`src/rtl/logic_done_gen_pkg.sv`:
```
// Shared types for the cache completion timer: chain identifiers and routing helper.
package logic_done_gen_pkg;

    typedef enum logic [1:0] {
        CH_RD_HIT  = 2'd0,
        CH_RD_MISS = 2'd1,
        CH_WR_HIT  = 2'd2,
        CH_WR_MISS = 2'd3
    } chain_e;

    // Read wins over write when both are requested in the same cycle.
    function automatic chain_e route_chain(input logic re, input logic hit);
        if (re) return hit ? CH_RD_HIT : CH_RD_MISS;
        else    return hit ? CH_WR_HIT : CH_WR_MISS;
    endfunction

endpackage

```
`src/rtl/logic_done_gen_if.sv`:
```
// CPU-side request/completion signals of the cache completion timer.
interface logic_done_gen_if;
    logic we;
    logic re;
    logic hit;
    logic pre_done;
    logic done;

    modport master (output we, output re, output hit, input pre_done, input done);
    modport slave  (input we, input re, input hit, output pre_done, output done);
endinterface

```
`src/rtl/logic_done_gen_delay_line.sv`:
```
// 1-bit shift register with every stage exposed; async active-low reset clears all stages.
module delay_line #(
    parameter int DEPTH = 2
) (
    input  logic clk,
    input  logic rst,
    input  logic din,
    output logic all_out [0:DEPTH-1]
);
    always_ff @(posedge clk or negedge rst) begin
        if (!rst) begin
            for (int i = 0; i < DEPTH; i++) all_out[i] <= 1'b0;
        end else begin
            all_out[0] <= din;
            for (int i = 1; i < DEPTH; i++) all_out[i] <= all_out[i-1];
        end
    end
endmodule

```
`src/rtl/logic_done_gen.sv`:
```
// Completion timer: one accepted request walks a hit or miss chain; pre_done/done taken
// from the last two stages. Requests arriving while any chain is busy are ignored.
module logic_done_gen
    import logic_done_gen_pkg::*;
#(
    parameter int MIN_CYCLES = 1
) (
    input  logic             clk,
    input  logic             rst,
    logic_done_gen_if.slave  bus
);
    localparam int H = MIN_CYCLES + 1;
    localparam int M = MIN_CYCLES + 2;

    generate
        if (MIN_CYCLES < 1) begin : g_bad_param
            $error("logic_done_gen: MIN_CYCLES must be >= 1");
        end
    endgenerate

    logic read_hit_delay_all_out   [0:H-1];
    logic read_miss_delay_all_out  [0:M-1];
    logic write_hit_delay_all_out  [0:H-1];
    logic write_miss_delay_all_out [0:M-1];

    logic   busy;
    logic   start;
    chain_e sel;

    always_comb begin
        busy = 1'b0;
        for (int i = 0; i < H; i++)
            busy = busy | read_hit_delay_all_out[i] | write_hit_delay_all_out[i];
        for (int i = 0; i < M; i++)
            busy = busy | read_miss_delay_all_out[i] | write_miss_delay_all_out[i];
    end

    assign start = (bus.re | bus.we) & ~busy;
    assign sel   = route_chain(bus.re, bus.hit);

    delay_line #(.DEPTH(H)) u_read_hit (
        .clk(clk), .rst(rst), .din(start & (sel == CH_RD_HIT)),
        .all_out(read_hit_delay_all_out)
    );
    delay_line #(.DEPTH(M)) u_read_miss (
        .clk(clk), .rst(rst), .din(start & (sel == CH_RD_MISS)),
        .all_out(read_miss_delay_all_out)
    );
    delay_line #(.DEPTH(H)) u_write_hit (
        .clk(clk), .rst(rst), .din(start & (sel == CH_WR_HIT)),
        .all_out(write_hit_delay_all_out)
    );
    delay_line #(.DEPTH(M)) u_write_miss (
        .clk(clk), .rst(rst), .din(start & (sel == CH_WR_MISS)),
        .all_out(write_miss_delay_all_out)
    );

    assign bus.done     = read_hit_delay_all_out[H-1]  | read_miss_delay_all_out[M-1]
                        | write_hit_delay_all_out[H-1] | write_miss_delay_all_out[M-1];
    assign bus.pre_done = read_hit_delay_all_out[H-2]  | read_miss_delay_all_out[M-2]
                        | write_hit_delay_all_out[H-2] | write_miss_delay_all_out[M-2];
endmodule

```
`src/flat_wrapper.sv`:
```
// flat-port wrapper written by rule: the top's interface ports become plain ports
module logic_done_gen_flat import logic_done_gen_pkg::*;
#(
    parameter int MIN_CYCLES = 1
)
  (clk, rst, bus_we, bus_re, bus_hit, bus_pre_done, bus_done);
  logic_done_gen_if bus_i ();
  input  logic clk;
  input  logic rst;
  input wire logic [$bits(bus_i.we)-1:0] bus_we;
  input wire logic [$bits(bus_i.re)-1:0] bus_re;
  input wire logic [$bits(bus_i.hit)-1:0] bus_hit;
  output wire logic [$bits(bus_i.pre_done)-1:0] bus_pre_done;
  output wire logic [$bits(bus_i.done)-1:0] bus_done;
  assign bus_i.we = bus_we;
  assign bus_i.re = bus_re;
  assign bus_i.hit = bus_hit;
  assign bus_pre_done = bus_i.pre_done;
  assign bus_done = bus_i.done;
  logic_done_gen #(.MIN_CYCLES(MIN_CYCLES)) u_core (.clk(clk), .rst(rst), .bus(bus_i));
endmodule
```
`config.mk`:
```
export PLATFORM = sky130hd
export DESIGN_NAME = logic_done_gen_flat
export DESIGN_NICKNAME = d
export VERILOG_FILES = /design/src/rtl/logic_done_gen_pkg.sv /design/src/rtl/logic_done_gen_if.sv /design/src/rtl/logic_done_gen_delay_line.sv /design/src/rtl/logic_done_gen.sv /design/src/flat_wrapper.sv
export SDC_FILE = /design/constraint.sdc
export NUM_CORES = 1
export LEC_CHECK = 0
export CAP_MARGIN = 5
export CORE_AREA = 10 10 47 49
export CTS_CLUSTER_SIZE = 20
export DETAILED_ROUTE_END_ITERATION = 16
export DIE_AREA = 0 0 57 59
export GPL_ROUTABILITY_DRIVEN = 0
export PLACE_DENSITY = 0.56
export SLEW_MARGIN = 20
export SYNTH_ARGS = -nofsm -noshare
export SYNTH_HDL_FRONTEND = slang
export SYNTH_HIERARCHICAL = 1
export SYNTH_SLANG_ARGS = --single-unit
```
`constraint.sdc`:
```
create_clock -name clk -period 3.95 [get_ports clk]
set_clock_uncertainty 0.15 [all_clocks]
set_input_delay 0.5925 -clock clk [delete_from_list [all_inputs] [get_ports clk]]
set_output_delay 0.5925 -clock clk [all_outputs]
set_load 0.03 [all_outputs]
```
* Word level (Yosys, flattened, before mapping) *
Cells that the tools add are included.

word-level totals
  flip-flop bits (word level) = 10
  input port bits = 5

cells by class
  equal/unequal tests = 3
  mux-type cells = 3
  bitwise logic cells = 22
  reduce and logical (&&, ||, !) cells = 1

operator list
  operator                                                                number
  1-bit bitwise OR                                                        16
  1-bit bitwise AND                                                       5
  2-bit equality test (second input constant)                             2
  2-bit by 1-bit equality test with 1-bit output (second input constant)  1
  2-bit zero test                                                         1
  1-bit 2-to-1 mux                                                        2
  2-bit 2-to-1 mux                                                        1
  1-bit NOT                                                               1

* Depth between registers and ports, before layout *
Gate-level depths: netlist of the first run.

  depth in word-level cells = 12
  gate-level depth with buffers = 3
  gate-level depth less buffers = 2

* By module *
Netlist of the first run, hierarchy kept.

modules (own cells, without submodules)
  module                                instances  cells each  area an instance (sq um)
  delay_line at u_core.u_read_miss ...  2          3           75.1
  delay_line at u_core.u_read_hit ...   2          2           50.0
  logic_done_gen                        1          13          81.3

* Worst setup path before layout of the first run *
Ideal clock, no wire load.

  path kind = reg-to-output
  start = register u_core/u_read_miss/all_out[1] in the netlist's numbering
  end = output bus_pre_done
  arrival time = 1.096 ns
  required time = 3.207 ns
  path slack = 2.112 ns
  cell stages (with the launch flop) = 3
  buffers on the path = 1
  path through = dfrtp_1 or4_1 clkbuf_1

between the ends
  word-level cells in the longest chain between the ends = 3

RTL lines
  element                        RTL line                        text
  from (decl)                    logic_done_gen_delay_line.sv:8  output logic all_out [0:DEPTH-1]
  1-bit bitwise OR               logic_done_gen.sv:60            assign bus.pre_done = read_hit_delay_all_out[H-2] | read_miss_delay_all_out[M-2]
  1-bit bitwise OR (2 in a row)  logic_done_gen.sv:61            | write_hit_delay_all_out[H-2] | write_miss_delay_all_out[M-2];
  to (decl)                      flat_wrapper.sv:13              output wire logic [$bits(bus_i.pre_done)-1:0] bus_pre_done;

No other way between the ends.

* Worst setup path in the final report of the first run *
Same ends and word-level chain as after synthesis.

==> results of run 1 <==
-- stage by stage --
step                setup WS, ns  instances
floorplan                   2.11         23
global placement            1.61         43
detailed placement          1.59         43
CTS                         1.30         47
global route                1.25         47
finish                      1.31         47
-- kinds of logic (layout without fill, tap and decap cells) --
group                  count (synthesis)  in the layout  share of synthesized area (%)
AND/OR/NAND/NOR                       11             11                           21.9
buffers and inverters                  2             10                           2.64
flip-flops                            10             10                           75.5
-- power breakdown --
group	switching [W]	total, W	internal, W
logic	0.0000447	0.0000740	0.0000292
clock network	0.0000328	0.0000887	0.0000559
registers	0.00000526	0.000122	0.000117
total	0.0000828	0.000285	0.000202
-- placed cells by master, fill, tap and decap left out --
cell type        count
clkbuf_4             3
clkbuf_8             1
clkdlybuf4s50_1      6
dfrtp_1             10
nand2_1              1
nand2b_1             1
nand3b_1             1
nor4_1               4
or2_2                1
or3b_2               1
or4_1                2
-- final cells by class --
| type | instances | area, µm² | share of cell area, % |
|---|---|---|---|
| clock buffer | 4 | 36.3 | 8.26 |
| multi-input combinational | 11 | 72.6 | 16.5 |
| sequential | 10 | 250 | 57.0 |
| tap | 16 | 20.0 | 4.56 |
| timing repair buffer | 6 | 60.1 | 13.7 |
-- how the worst max path moves through the flow --
stage / startpoint / end / slack [ns] / depth (start not counted)
floorplan: u_core/u_read_miss/all_out[1]$_DFF_PN0_ / bus_pre_done / 2.11 / 2
global placement: u_core/u_read_miss/all_out[1]$_DFF_PN0_ / bus_pre_done / 1.61 / 2
detailed placement: u_core/u_read_miss/all_out[1]$_DFF_PN0_ / bus_pre_done / 1.59 / 2
CTS: u_core/u_read_miss/all_out[1]$_DFF_PN0_ / bus_pre_done / 1.30 / 2
global route: u_core/u_read_miss/all_out[1]$_DFF_PN0_ / bus_pre_done / 1.25 / 2
finish: u_core/u_read_miss/all_out[1]$_DFF_PN0_ / bus_pre_done / 1.31 / 2
-- layer usage --
layer  GRT usage, %  wire length, µm
met5              0                0
met4           2.01                0
met3           3.43               62
met2           6.82              287
met1           3.52              251
-- registers in the layout (all words and copies together) (netlist names) --
signal	cells
u_core/u_read_hit/all_out	2
u_core/u_write_hit/all_out	2
u_core/u_write_miss/all_out	3
u_core/u_read_miss/all_out	3
-- worst max-delay path: cells and delay by family, from the launching register on --
family,cells,cell delay (ns)
buffers and inverters,1,0.65
DFF,1,0.37
and+or+nand+nor,1,0.62
==> metrics, run 1 <==
CTS resizes 0; routed vias/inst 4.32; Synth top area share 75.5%; DRT iter0 DRCs 0; largest net degree at the start of global routing 11; crit-path cells or4_1 -> clkdlybuf4s50_1; Ant. Diodes 0; CP startpoint kind flip-flop; Mapped Nets 28; antenna violations before repair 0; status finished, final reports clean; slowest CP cell clkdlybuf4s50_1; Seq/Total Area, Yosys 75.5%; die width 57 µm; All-Layer GR Usage 4.14%; Critical Path End Type primary output; worst hold start u_core/u_read_hit/all_out[1]$_DFF_PN0_; Setup TNS 0 ns; Die ar. 3360 µm²; Final Power 0.000285 W; CP max stage delay 0.65 ns; CTS Buffer Depth 2; Syn Area/Cell 14.4 µm²; vias post-DR 203; top cells by count, synth dfrtp_1, nor4_1, or4_1; TritonCTS Buffers 3; Tcrit/Tclk final 66.8%; post-CTS setup buffers 0; CP Max Fanout 5; Tightest Hold Check Type reg -> reg; placed inst area 403 µm²; Detailed Route WL 601 µm; Starting Density 23.7%; number of synthesized flops with an enable pin 0; Placeable Area 1400 µm²; clk sinks 10; # IOs 7; measured slew at the worst slew-check pin 0.444 ns; first-pass GRT wire length 1050 µm; Synth Flop Type dfrtp_1; Post-CTS Hold Fix Bufs 0; Worst Hold End u_core/u_read_hit/all_out[0]$_DFF_PN0_; RSZ-0062 raised after global routing false; max-slew headroom at the worst pin 70.3%; grt ovf 0; Leak Pwr 0.209 nW; clock transition at the registers of the reported paths 0.06 ns; nets 37; Hold Violations, Final 0; share of cells above drive strength 1 19.4%; max cap viols 0; vias in the first global route 248; Yosys reg bits 10; clock insertion delay at the later pin of the skew report 0.26 ns; Die Y 59 µm; PortBufs 6; PwrDens 649 nW/µm²; # DRC 0; ys async rst share 100%; drt first pass iters 1; Fmax 379 MHz; CTS tree yes; Post-Synthesis Cells 23; peak supply drop 196 µV; Arr. time, crit path 1.89 ns; hold depth 0; top-count cell post-synth dfrtp_1; fin util 31.3%; top cells by area, synth dfrtp_1, nor4_1, or4_1; final setup vio count 0; area leader, netlist dfrtp_1; Antenna Nets Post-Route 0; number of max-slew violations in the final report 0; Reg2Reg Setup Slack 2.36 ns; crit path kind reg -> out; final instance area 439 µm²; Cell variety after synth 10; Critical R2R Capture u_core/u_write_miss/all_out[2]$_DFF_PN0_; RR Startpoint u_core/u_read_hit/all_out[0]$_DFF_PN0_; Layout area overhead 32.5%; std cell rows 14; H-tree depth 1; Synth warnings 6; Clk Tree Root Cell clkbuf_4; Mapped Area 332 µm²; Worst R2R Path Depth 2; WP data required 3.21 ns; WL/cell 12.8 µm; post-layout min period 2.64 ns; Fillers 146; worst hold slack 0.218 ns
No activity file was read; power rests on OpenSTA's default activity.
==> inputs of run 2 (changes only) <==
Settings changed: PLACE_DENSITY 0.56 to 0.57.
Clock period 3.95 ns to 2.1 ns, I/O delays scaled along.
==> metrics, run 2 (synthesis gave the netlist of run 1 again) <==
commonest non-fill, non-tap cells in the layout dfrtp_1, clkdlybuf4s50_1, nor4_1; Arr. time, crit path 1.54 ns; max-slew headroom at the worst pin 71.9%; hpwl dp 466 µm; Setup TNS 0 ns; share of cells above drive strength 1 27.3%; drt first pass iters 2; Ant. Diodes 0; CP Max Fanout 2; grt ovf 0; WP data required 1.63 ns; Fillers 159; die width 57 µm; Layout area overhead 35.1%; cell family with most CP delay simple AND/OR/NAND/NOR gates; PwrDens 1200 nW/µm²; placed inst area 418 µm²; Hold Violations, Final 0; pre-CTS setup slack 0.105 ns; PortBufs 6; H-tree depth 1; Antenna Nets Post-Route 0; most common cell after layout, fill and taps aside dfrtp_1; CTS Buffer Depth 2; crit-path cells or4_1 -> dlygate4sd2_1; measured slew at the worst slew-check pin 0.420 ns; # IOs 7; vias post-DR 208; TritonCTS Buffers 3; Placeable Area 1400 µm²; routed vias/inst 4.24; CTS tree yes; crit path kind reg -> out; nets 39; top flop regs u_core/u_read_miss/all_out x3, u_core/u_write_miss/all_out x3; Clk Tree Root Cell clkbuf_4; Critical Path End Type primary output; max cap viols 0; CP startpoint kind flip-flop; Post-CTS Hold Fix Bufs 0; Final Power 0.000540 W; Fmax 499 MHz; final instance area 448 µm²; Tcrit/Tclk final 95.5%; final worst slack 0.0952 ns; largest net degree at the start of global routing 11; final setup vio count 0; All-Layer GR Usage 4.35%; first-pass GRT wire length 1000 µm; Die Y 59 µm; DRT iter0 DRCs 2; status finished, final reports clean; post-layout min period 2.00 ns; peak supply drop 475 µV; # DRC 0; slowest CP cell or4_1; Die ar. 3360 µm²; RSZ-0062 raised after global routing false; Detailed Route WL 578 µm; clock transition at the registers of the reported paths 0.06 ns; WL/cell 11.8 µm; Leak Pwr 0.223 nW; clk sinks 10; worst hold slack 0.209 ns; Tightest Hold Check Type in -> async; Worst Path Buf+Inv 1; CP max stage delay 0.55 ns; vias in the first global route 231; antenna violations before repair 0; clock insertion delay at the later pin of the skew report 0.26 ns; std cell rows 14; number of max-slew violations in the final report 0; Starting Density 23.7%
-- run 2: path summary, 6_finish.rpt --
| check | from | end | slack (ns) | cells after the start |
|---|---|---|---|---|
| hold / removal | rst | u_core/u_write_miss/all_out[0]$_DFF_PN0_ | 0.21 | 1 |
| setup reg to reg | u_core/u_read_hit/all_out[0]$_DFF_PN0_ | u_core/u_write_hit/all_out[1]$_DFF_PN0_ | 0.48 | 3 |
| min in group clk | u_core/u_write_miss/all_out[2]$_DFF_PN0_ | u_core/u_write_miss/all_out[1]$_DFF_PN0_ | 0.22 | 0 |
| setup / recovery | u_core/u_read_hit/all_out[0]$_DFF_PN0_ | bus_done | 0.1 | 2 |
| hold reg to reg | u_core/u_write_miss/all_out[2]$_DFF_PN0_ | u_core/u_write_miss/all_out[1]$_DFF_PN0_ | 0.22 | 0 |
| max in group asynchronous | rst | u_core/u_read_hit/all_out[0]$_DFF_PN0_ | 1.30 | 1 |
-- run 2: per-stage QoR --
step	instances	util (%)
finish	49	32.0
global route	49	32.0
CTS	49	32.2
detailed placement	45	29.8
global placement	45	29.8
floorplan	23	-
-- run 2: per-layer routing --
layer  vias up  wire [µm]  global-route usage (%)
met5         -          0                       0
met4         0          0                    4.03
met3         0         46                    4.51
met2         7        299                    5.74
met1       101        232                    3.63
li1        100          -                       -
-- run 2: layout make-up --
class | instances | area, µm² | area share (%)
Clock buffer | 4 | 36.3 | 8.10
Timing Repair Buffer | 8 | 68.8 | 15.4
Tap cell | 16 | 20.0 | 4.47
Sequential cell | 10 | 250 | 55.9
Multi-Input combinational cell | 11 | 72.6 | 16.2
-- run 2: timing repair --
action,in CTS,in global routing
resized for setup,2,2
endpoints found under the setup margin,2,1
buffers inserted,0,0
-- run 2: where the power goes --
| group | switching [W] | internal (W) | total [W] |
|---|---|---|---|
| Combinational | 0.0000856 | 0.0000606 | 0.000146 |
| Sequential | 0.00000962 | 0.000220 | 0.000230 |
| Clock | 0.0000585 | 0.000105 | 0.000163 |
==> inputs of run 3 (changes only) <==
Settings changed: PLACE_DENSITY 0.57 to not set, PLACE_DENSITY_LB_ADDON set to 0.2.
==> metrics, run 3 (synthesis gave the netlist of run 1 again) <==
Die Y 59 µm; crit path kind reg -> out; worst hold slack 0.218 ns; met3 GRT Util 4.29%; switch share 29.8%; Clk network pwr share 24.0%; CP startpoint kind flip-flop; status finished, final reports clean; nets 39; post-layout min period 2.02 ns; Worst R2R Path Depth 3; Leak Pwr 0.218 nW; clk sinks 10; final setup vio count 0; Fmax 494 MHz; Layout area overhead 32.1%; die width 57 µm; measured slew at the worst slew-check pin 0.432 ns; Seq pwr share 46.1%; Psw 0.000148 W; Power Internal 0.000349 W; Arr. time, crit path 1.56 ns; Die ar. 3360 µm²; pre-CTS setup slack 0.113 ns; Starting Density 23.7%; TritonCTS Buffers 3; antenna violations before repair 0; Ant. Diodes 0; grt ovf 0; Placeable Area 1400 µm²; Critical Path End Type primary output; Finished Layout Cells 48; share of cells above drive strength 1 21.9%; met2 usage 4.96%; Post-CTS Hold Fix Bufs 0; PwrDens 1140 nW/µm²; Tightest Hold Check Type in -> async; clock insertion delay at the later pin of the skew report 0.25 ns; GRT busiest layer met2; routed vias/inst 4.29; RSZ-0062 raised after global routing false; Reg2Reg Setup Slack 0.50 ns; vias in the first global route 234; max cap viols 0; PortBufs 6; fin util 31.3%; CTS Buffer Depth 2; most common cell after layout, fill and taps aside dfrtp_1; area taken by multi-input logic gates 72.6 µm²; Antenna Nets Post-Route 0; Fillers 153; Comb pwr share 30.0%; WP data required 1.63 ns; # IOs 7; vias post-DR 206; top flop regs u_core/u_read_miss/all_out x3, u_core/u_write_miss/all_out x3; std cell rows 14; clock transition at the registers of the reported paths 0.06 ns; commonest non-fill, non-tap cells in the layout dfrtp_1, clkdlybuf4s50_1, nor4_1; Setup TNS 0 ns; CTS tree yes; Hold Violations, Final 0; Tcrit/Tclk final 96.4%; CP Max Fanout 2; DRT iter0 DRCs 2; drt first pass iters 2; Sequential cell area 250 µm²; max-slew headroom at the worst pin 71.1%; WL/cell 11.6 µm; H-tree depth 1; DP Cell Count 45; largest net degree at the start of global routing 11; first-pass GRT wire length 938 µm; peak supply drop 516 µV; # DRC 0; Detailed Route WL 557 µm; Clk Tree Root Cell clkbuf_4; met1 Resource Use GR 3.39%; number of max-slew violations in the final report 0; final worst slack 0.0754 ns; All-Layer GR Usage 4.01%
==> run 3: cell types whose count changed in the layout (fill, tap and decap cells not counted), sizes merged <==
cell / delta
clkbuf: -2
dlygate4sd2: +1
==> run 3: layer usage <==
layer	wire length [µm]	part of all wire (%)
met1	229	41
met2	258	46
met3	69	12
met5	0	0
met4	0	0
==> run 3: power by group through the flow <==
stage / registers (W) / clock network [W] / logic [W]
final: 0.000229 / 0.000119 / 0.000149
after global routing: 0.000232 / 0.000135 / 0.000166
after CTS: 0.000230 / 0.000127 / 0.000153
after detailed placement: 0.000234 / 0 / 0.000164
after global placement: 0.000233 / 0 / 0.000162
after floorplan: 0.000230 / 0 / 0.0000924
==> run 3: timing repair <==
item / CTS / global route
resized for setup: 2 / 0
setup endpoints to repair: 2 / 0
setup buffers: 0 / 0
hold endpoints to repair: 0 / 0
==> run 3: metrics by stage <==
step	power (W)	instance area, µm²
after global placement	0.000395	418
after detailed placement	0.000398	418
after CTS	0.000510	438
after global routing	0.000533	438
final	0.000498	438
after floorplan	0.000322	332
==> run 3: final cells by class <==
class                   count  share of cell area [%]
clock buffers               3                    5.14
multi-input cells          11                    16.6
flip-flops and latches     10                    57.1
well taps                  16                    4.57
repair buffers              8                    16.6
==> run 3: worst paths after layout <==
kind,endpoint,startpoint
max in group asynchronous,u_core/u_write_miss/all_out[0]$_DFF_PN0_,rst
max reg2reg,u_core/u_read_hit/all_out[1]$_DFF_PN0_,u_core/u_read_hit/all_out[0]$_DFF_PN0_
min reg2reg,u_core/u_write_hit/all_out[0]$_DFF_PN0_,u_core/u_write_hit/all_out[1]$_DFF_PN0_
min,u_core/u_write_hit/all_out[1]$_DFF_PN0_,rst
min in group clk,u_core/u_write_hit/all_out[0]$_DFF_PN0_,u_core/u_write_hit/all_out[1]$_DFF_PN0_
max,bus_pre_done,u_core/u_read_miss/all_out[1]$_DFF_PN0_
==> run 3: worst max-delay path, cell delays in order, from the launching register on <==
cell and delay, ns:
dfrtp_1 0.37, or4_1 0.55, dlygate4sd2_1 0.38
